### src/rtl/hazard_fwd_unit.sv
// Tracks in-flight destination registers behind ID, drives operand-forward selects and load-use stalls.
// Selects and stall are combinational from the slot chain; the chain and stall counter update each rising clock.
module hazard_fwd_unit #(
  parameter int REG_BITS = 5,
  parameter int STAGES   = 3,
  parameter int LOAD_LAT = 1,
  parameter int ZERO_REG = 1,
  parameter int CNT_W    = 16
) (
  input  logic                clock,
  input  logic                reset,
  input  logic                issue_valid,
  input  logic [REG_BITS-1:0] issue_rd,
  input  logic                issue_we,
  input  logic                issue_load,
  input  logic [REG_BITS-1:0] id_ra,
  input  logic [REG_BITS-1:0] id_rb,
  input  logic                id_ra_used,
  input  logic                id_rb_used,
  input  logic                flush,
  output logic                stall,
  output logic [2:0]          fwd_a,
  output logic [2:0]          fwd_b,
  output logic [CNT_W-1:0]    stall_count
);

  typedef struct packed {
    logic                vld;
    logic [REG_BITS-1:0] rd;
    logic                we;
    logic                load;
  } slot_t;

  slot_t            r_slot [STAGES];
  logic [CNT_W-1:0] r_stall_count;
  logic [2:0]       w_fwd_a;
  logic [2:0]       w_fwd_b;
  logic             w_ld_a;
  logic             w_ld_b;
  logic             w_stall;

  function automatic logic match(input slot_t s, input logic [REG_BITS-1:0] src);
    return s.vld && s.we && (s.rd == src) && !((ZERO_REG != 0) && (src == '0));
  endfunction

  // Walk oldest to youngest so the youngest producer overwrites earlier hits.
  always_comb begin
    w_fwd_a = '0;
    w_fwd_b = '0;
    w_ld_a  = 1'b0;
    w_ld_b  = 1'b0;
    for (int i = STAGES - 1; i >= 0; i--) begin
      if (id_ra_used && match(r_slot[i], id_ra)) begin
        w_fwd_a = 3'(i + 1);
        w_ld_a  = r_slot[i].load && (i < LOAD_LAT);
      end
      if (id_rb_used && match(r_slot[i], id_rb)) begin
        w_fwd_b = 3'(i + 1);
        w_ld_b  = r_slot[i].load && (i < LOAD_LAT);
      end
    end
  end

  assign w_stall     = issue_valid && !flush && (w_ld_a || w_ld_b);
  assign stall       = w_stall;
  assign fwd_a       = w_fwd_a;
  assign fwd_b       = w_fwd_b;
  assign stall_count = r_stall_count;

  always_ff @(posedge clock or negedge reset) begin
    if (!reset) begin
      for (int i = 0; i < STAGES; i++) r_slot[i] <= '0;
      r_stall_count <= '0;
    end else begin
      // A flush kills the EX entry instead of letting it advance into slot1.
      for (int i = 1; i < STAGES; i++)
        r_slot[i] <= (i == 1 && flush) ? '0 : r_slot[i-1];
      if (issue_valid && !w_stall && !flush)
        r_slot[0] <= '{vld: 1'b1, rd: issue_rd, we: issue_we, load: issue_load};
      else
        r_slot[0] <= '0;
      if (w_stall && (r_stall_count != '1))
        r_stall_count <= r_stall_count + 1'b1;
    end
  end

endmodule

### config.mk
export PLATFORM = sky130hd
export DESIGN_NAME = hazard_fwd_unit
export DESIGN_NICKNAME = d
export VERILOG_FILES = /design/src/rtl/hazard_fwd_unit.sv
export SDC_FILE = /design/constraint.sdc
export NUM_CORES = 1
export LEC_CHECK = 0
export CORE_ASPECT_RATIO = 1.25
export CORE_MARGIN = 1
export CORE_UTILIZATION = 45
export DETAILED_ROUTE_END_ITERATION = 12
export HOLD_SLACK_MARGIN = 0.12
export PLACE_DENSITY = 0.73
export SYNTH_ARGS = -nofsm -noshare
export SYNTH_HDL_FRONTEND = slang
export SYNTH_SLANG_ARGS = --single-unit
### constraint.sdc
create_clock -name clock -period 6.6 [get_ports clock]
set_input_delay 1.98 -clock clock [delete_from_list [all_inputs] [get_ports clock]]
set_output_delay 1.98 -clock clock [all_outputs]
set_load 0.1 [all_outputs]
# Yosys cells after proc, flatten, opt, wreduce, memory -nomap -nowiden
# Index checks and enable logic that the tools add are counted.
[totals]
output_inout_bits = 23
regBits = 38
wordCells = 62
[op_classes]
reduce_logical = 33
add_sub_neg = 1
n_eq_ne = 7
mux = 10
[op_table]
columns = ["cell", "count"]
rows = [
  ["5-bit == test", 6],
  ["1-bit logical AND", 26],
  ["16-bit by 1-bit adder with 16-bit output (second input constant)", 1],
  ["8-bit two-way mux", 2],
  ["16-bit != test (second input constant)", 1],
  ["2-bit two-way mux", 6],
  ["5-bit zero test", 2],
  ["1-bit zero test", 4],
  ["1-bit two-way mux", 2],
  ["1-bit logical OR", 1],
]

# Longest topological paths before layout
# Gate-level depths: netlist (run 1).
[depth]
word_depth = 11
depth_mapped = 7

# Worst setup path before layout (run 1)
# No wires, ideal clock.
[synth_path]
kind = "input to output"
start = "in id_ra[1]"
end = "out fwd_a[1]"
arrival_ps = 4272
slack_ps = 348
path_stages = 4
path_cell_list = "or4_1 > o21ai_2 > nor3_4 > a21oi_1"
[synth_between]
elab_chain_cells = 7
elab_cells_between_ends = 17
cone_classes = "3 x eq/ne; 3 x mux; 11 x reduce/logical"
[synth_rtl]
columns = ["element", "line_no", "rtl"]
rows = [
  ["start: declaration", "16", "input logic [REG_BITS-1:0] id_ra,"],
  ["5-bit == test or 5-bit zero test (tied branches)", "43", "return s.vld && s.we && (s.rd == src) && !((ZERO_REG != 0) && (src == '0));"],
  ["1-bit logical AND or 1-bit zero test (tied branches)", "43", ""],
  ["1-bit logical AND", "43", ""],
  ["1-bit logical AND", "53", "if (id_ra_used && match(r_slot[i], id_ra)) begin"],
  ["2-bit two-way mux (2 in series)", "53", ""],
  ["2-bit two-way mux (*)", "53", ""],
  ["end: declaration", "22", "output logic [2:0] fwd_a,"],
]
# Every way passes the cells marked *; elsewhere a longest branch is shown, timed or not.

# Final worst setup path (run 1)
[layout_path]
start = "in id_rb[0]"
end = "out fwd_b[1]"
[layout_between]
elab_chain_cells = 7
elab_cells_between_ends = 17
cone_classes = "3 x eq/ne; 3 x mux; 11 x reduce/logical"
[layout_rtl]
columns = ["element", "line_no", "rtl"]
rows = [
  ["start: declaration", "17", "input logic [REG_BITS-1:0] id_rb,"],
  ["5-bit == test or 5-bit zero test (tied branches)", "43", ""],
  ["1-bit logical AND or 1-bit zero test (tied branches)", "43", ""],
  ["1-bit logical AND", "43", ""],
  ["1-bit logical AND", "57", "if (id_rb_used && match(r_slot[i], id_rb)) begin"],
  ["2-bit two-way mux (2 in series)", "57", ""],
  ["2-bit two-way mux (*)", "57", ""],
  ["end: declaration", "23", "output logic [2:0] fwd_b,"],
]
# Marked as above.

==> impl_metrics.toml, run 1 <==
[power_and_ir_drop]
p_per_area_mw_per_mm2 = 173
leakagePower_nw = 1.11
ir_drop_uv = 171

[critical_path]
cp_slowest_stage_delay_ns = 0.63
start_kind = "input port"
critPathTopFamily = "simple AND/OR/NAND/NOR gates"
arrival_ns = 3.94
slowest_stage = "clkdlybuf4s50_1"
cp_num_buf_inv = 2
endpoint_kind = "output port"
crit_required_ns = 4.62
crit_chain = "clkdlybuf4s50_1, xnor2_1, nand4_1, or4_2, nand2b_1, and2_1, buf_12"
path_class = "in2out"
r2r_end = "stall_count[14]$_DFFE_PN0P_"
crit_fanout = 4
rr_worst_depth = 6
r2r_slack_ns = 4.51
r2r_start = "r_slot[21]$_DFF_PN0_"

[clocking]
cts_resized = 0
cts_buffers = 5
clk_path_buf_depth = 2
root_buffer = "clkbuf_8"
cts.reportedPaths.clkPinSlew_ns = 0.07
htreeDepth = 2
hold_buffers = 0
cts_tree = "done"
clock_latency_ns = 0.29
cts.sinks = 38
cts_setup_buffers = 0

[drt]
wl_per_cell_um = 13.9
drt-total-wl_um = 3910
vias = 1407
drt-pass1-iter-count = 4
remaining_drc_errors = 0
drtAntennaViolNets = 0
viasPerCell = 4.99
drt_iter0_markers = 40

[die]
die_w_um = 61.1
die_h_um = 75.9
rows = 26
pin_count = 46
initial_core_util_pct = 47.6
core-area_mm2 = 0.00413
dieArea_mm2 = 0.00464

[finish]
final_util_pct = 62.8
regArea_um2 = 951
nNetsFinal = 249
drive_gt1_share_pct = 10.6
multiInputGateArea_um2 = 988
fillCellCount = 365
num_antenna_cells = 0
syn_to_final_growth_pct = 32.1

[global_routing]
grt.overflow.total = 0
antenna_found_initial = 0
grt_pass1_wl_um = 6290
first_global_vias = 1347
grt_usage_pct = 19.4
grt_max_degree = 39

[min_path]
holdCritPathClass = "reg2reg"
min-delay-start = "r_slot[15]$_DFF_PN0_"
worstHoldPathCells = 0
hold-path-endpoint = "r_slot[7]$_DFF_PN0_"

[synth]
synth.avg_cell_area_um2 = 11.2
seq_area_frac_synth_pct = 48.4
netlist_top_cells_area = "dfrtp_1 48%, xnor2_1 13%, xor2_1 6.7%"
yosysTopAreaCell = "dfrtp_1"
ys_seq_elements = 38
synth_top_cell_area_share_pct = 48.4
syn_inst = 176
yosysUniqueCellTypes = 36
yosysWarnings = 0
syn_area_mm2 = 0.00197

[placed_design]
routabilityCongestion = 0.873
io_buffer_count = 43
hpwlAfterDp_um = 3080

[job]
maxCapViolations = 0

[timing]
fin_worst_skew_ns = 0.00858
min_period_ns = 5.92
worstMarginPinSlew_ns = 0.978
fin_tns_setup_ns = 0
setup_viol = 0
max-slew-margin-rel_pct = 34.6
hold-worst-slack_ns = 0.376
hold_viol_final = 0
max_freq_mhz = 169
maxSlewViolCount = 0
rsz0062_at_grt = "no"
fin_crit_sh_pct = 89.7

[status]
status = "finished, final reports clean"
worst max path at each step:
stage	end	slack, ns	cells past startpoint	startpoint
floorplan	fwd_a[1]	0.35	4	id_ra[1]
global placement	fwd_b[1]	0.68	7	id_rb[1]
detailed placement	fwd_b[1]	0.67	7	id_rb[0]
CTS	fwd_b[1]	0.67	7	id_rb[0]
global route	stall	0.59	7	id_rb[1]
finish	fwd_b[1]	0.68	7	id_rb[0]
layout make-up:
| type | instances | area share [%] |
|---|---|---|
| inverters | 2 | 0.289 |
| flip-flops and latches | 38 | 36.6 |
| well taps | 56 | 2.70 |
| repair buffers | 44 | 18.8 |
| clock buffers | 7 | 3.33 |
| clock inverters | 1 | 0.193 |
| multi-input cells | 134 | 38.1 |
stage by stage:
stage	power (W)	instances	cell area (um2)	setup WS, ns
global route	0.000472	282	2600	0.593
global placement	0.000294	274	2500	0.684
detailed placement	0.000295	274	2500	0.670
floorplan	0.000270	177	1970	0.348
CTS	0.000453	282	2600	0.667
finish	0.000449	282	2600	0.677
Yosys cell counts (all sizes together):
cell and n:
conb 1, nor4 5, o2111ai 1, a21oi 1
or2b 1, nand2 10, nand4b 1, nand4 7
dfrtp 38, xor2 15, o21ai 4, buf 3
nor2 9, and2 8, nand3 9, and4 2
or4 6, mux2 2, nand2b 3, and3 1
ha 1, nand3b 2, nor3 5, nor2b 7
xnor2 29, and3b 2, inv 2, o31a 1
cells in the final DEF, fill, tap and decap left out, drive strengths merged:
master         netlist  routed
mux2                 2       2
a21oi                1       1
clkdlybuf4s50        0      38
xnor2               29      29
and3                 1       1
inv                  2       2
nand3                9       9
nor2b                7       7
o2111ai              1       1
nand2               10      10
and4                 2       2
nor3                 5       5
nor2                 9       9
and3b                2       2
conb                 1       2
nand3b               2       2
nand2b               3       3
o21ai                4       4
nand4b               1       1
or4                  6       6
nand4                7       7
xor2                15      15
clkinv               0       1
o31a                 1       1
or2b                 1       1
and2                 8       8
dfrtp               38      38
nor4                 5       5
ha                   1       1
clkbuf               0       7
buf                  3       6
routing by layer:
metal	share of wire, %	global-route usage [%]	routed length [um]	up-vias
met5	0	0	0	-
met4	2.0	8.08	79	0
met3	4.3	5.43	170	8
met2	50	32.4	1970	38
met1	43	23.4	1700	663
li1	-	-	-	698
sequential cells by signal (all words and copies together) (netlist names):
name / cells
r_slot: 22
stall_count: 16
worst reg2reg max path, stage by stage (launching register included):
cell and delay (ns):
dfrtp_1 0.43, xnor2_1 0.17, nand2_1 0.11, nor4_4 0.48
nor2_4 0.12, nor4_2 0.35, mux2_4 0.33
cells by family (layout without fill, tap and decap cells):
family / after synthesis / after routing / synth area share, %
simple gates: 78 / 78 / 25.2
xor+xnor: 44 / 44 / 19.6
flops: 38 / 38 / 48.4
compound gates: 7 / 7 / 3.12
buf+inv: 5 / 54 / 1.53
mux: 2 / 2 / 1.34
fa+ha+maj: 1 / 1 / 0.636
other cells: 1 / 2 / 0.191
power breakdown:
group	leakage [nW]	internal [W]	switching (W)
logic	0.536	0.0000240	0.0000243
registers	0.522	0.000237	0.00000435
clock network	0.0482	0.0000841	0.0000752
(Power assumes the default switching activity.)
==> run 2, diff against run 1 <==
CORE_ASPECT_RATIO = 0.5   (was 1.25)
==> run 2 against run 1 <==
Compared with the run above:
- cell area about the same
- highest routed layer unchanged
- clock-buffer cell count down 1
- combinational power up 3%
- power up 1.7%
- critical endpoint unchanged
- die area up 0.31%
- critical path depth unchanged
- first-iteration DRC count up 38%
==> impl_metrics.toml, run 2 (same netlist as run 1, synthesis figures left out) <==
[critical_path]
arrival_ns = 4.02
r2r_slack_ns = 4.47
crit_required_ns = 4.62
endpoint_kind = "output port"
cp_slowest_stage_delay_ns = 0.64
start_kind = "input port"
r2r_end = "stall_count[14]$_DFFE_PN0P_"
critPathTopFamily = "simple AND/OR/NAND/NOR gates"
crit_fanout = 4
path_class = "in2out"
slowest_stage = "clkdlybuf4s50_1"
r2r_start = "r_slot[21]$_DFF_PN0_"
cp_num_buf_inv = 2
crit_chain = "clkdlybuf4s50_1, xnor2_1, nand4_1, or4_2, nand2b_1, and2_1, buf_12"
rr_worst_depth = 6

[min_path]
holdCritPathClass = "reg2reg"
min-delay-start = "r_slot[9]$_DFF_PN0_"
worstHoldPathCells = 0
hold-path-endpoint = "r_slot[1]$_DFF_PN0_"

[timing]
hold_viol_final = 0
min_period_ns = 6.00
worstMarginPinSlew_ns = 0.979
setup_viol = 0
maxSlewViolCount = 0
max_freq_mhz = 167
fin_tns_setup_ns = 0
fin_crit_sh_pct = 90.8
max-slew-margin-rel_pct = 34.5
rsz0062_at_grt = "no"
fin_worst_skew_ns = 0.00725

[clocking]
root_buffer = "clkbuf_8"
hold_buffers = 0
cts_resized = 0
htreeDepth = 2
cts_buffers = 5
clock_latency_ns = 0.29
cts_tree = "done"
cts_setup_buffers = 0
clk_path_buf_depth = 2
cts.sinks = 38
cts.reportedPaths.clkPinSlew_ns = 0.07

[drt]
wl_per_cell_um = 15.1
remaining_drc_errors = 0
vias = 1449
drt_iter0_markers = 55
viasPerCell = 5.18
drt-pass1-iter-count = 4
drtAntennaViolNets = 0
drt-total-wl_um = 4220

[power_and_ir_drop]
finalPower_w = 0.000457
ir_drop_uv = 133
p_per_area_mw_per_mm2 = 176
leakagePower_nw = 1.10

[status]
status = "finished, final reports clean"

[finish]
largest_reg_flops = 22
syn_to_final_growth_pct = 32.1
num_antenna_cells = 0
top_register = "r_slot"
finalNonFillerCells = 280
nNetsFinal = 249
final_cell_mix = "38 x clkdlybuf4s50_1, 38 x dfrtp_1, 29 x xnor2_1"
drive_gt1_share_pct = 11.1

[die]
dieArea_mm2 = 0.00465
initial_core_util_pct = 48.6
die_w_um = 95.5
die_h_um = 48.7
core-area_mm2 = 0.00404
rows = 16
pin_count = 46

[placed_design]
hpwlAfterDp_um = 3170
dp.cells = 272
routabilityCongestion = 0.859
io_buffer_count = 43

[global_routing]
antenna_found_initial = 0
grt_pass1_wl_um = 7030
grt.overflow.total = 0
grt_max_degree = 39
grt_usage_pct = 20.5
first_global_vias = 1454

[job]
maxCapViolations = 0
[run 2: area by class of cell]
cell class	instances	area [um2]
clock buffers	6	82.6
clock inverters	2	12.5
fillers	328	1450
inverters	2	7.51
multi-input cells	134	988
flip-flops and latches	38	951
well taps	54	67.6
repair buffers	44	488
[run 2: worst max-delay path by stage]
stage | cells after the start | start | to
4_1_cts | 7 | id_rb[1] | fwd_b[1]
2_1_floorplan | 4 | id_ra[1] | fwd_a[1]
6_report | 7 | id_rb[0] | fwd_b[1]
3_5_place_dp | 7 | id_rb[0] | fwd_b[1]
3_3_place_gp | 7 | id_rb[0] | fwd_b[1]
5_1_grt | 7 | id_rb[0] | fwd_b[1]
[run 2: power breakdown]
| part | switching (W) | internal, W |
|---|---|---|
| logic | 0.0000259 | 0.0000240 |
| registers | 0.00000422 | 0.000237 |
| clock network | 0.0000817 | 0.0000840 |
[run 2: layer usage]
metal,GRT usage [%],up-vias,part of all wire [%],routed length (um)
met2,34.2,34,49,2070
li1,-,703,-,-
met4,5.97,0,1.4,58
met3,4.72,7,3.9,166
met1,26.8,705,46,1930
met5,0,-,0,0
[run 2: worst register-to-register path, cell delays in order, from the launching register on]
cell,delay (ns)
dfrtp_1,0.43
xnor2_1,0.21
nand2_1,0.13
nor4_4,0.48
nor2_4,0.11
nor4_2,0.33
mux2_4,0.32
[run 2: per-stage QoR]
| stage | worst slack, ns | utilization (%) | area (um2) | hold slack, ns |
|---|---|---|---|---|
| global route | 0.520 | 64.2 | 2600 | 0.417 |
| detailed placement | 0.609 | 61.9 | 2500 | 0.378 |
| CTS | 0.602 | 64.2 | 2600 | 0.395 |
| finish | 0.604 | 64.2 | 2600 | 0.400 |
| global placement | 0.624 | 61.9 | 2500 | 0.359 |
| floorplan | 0.348 | - | 1970 | 0.354 |
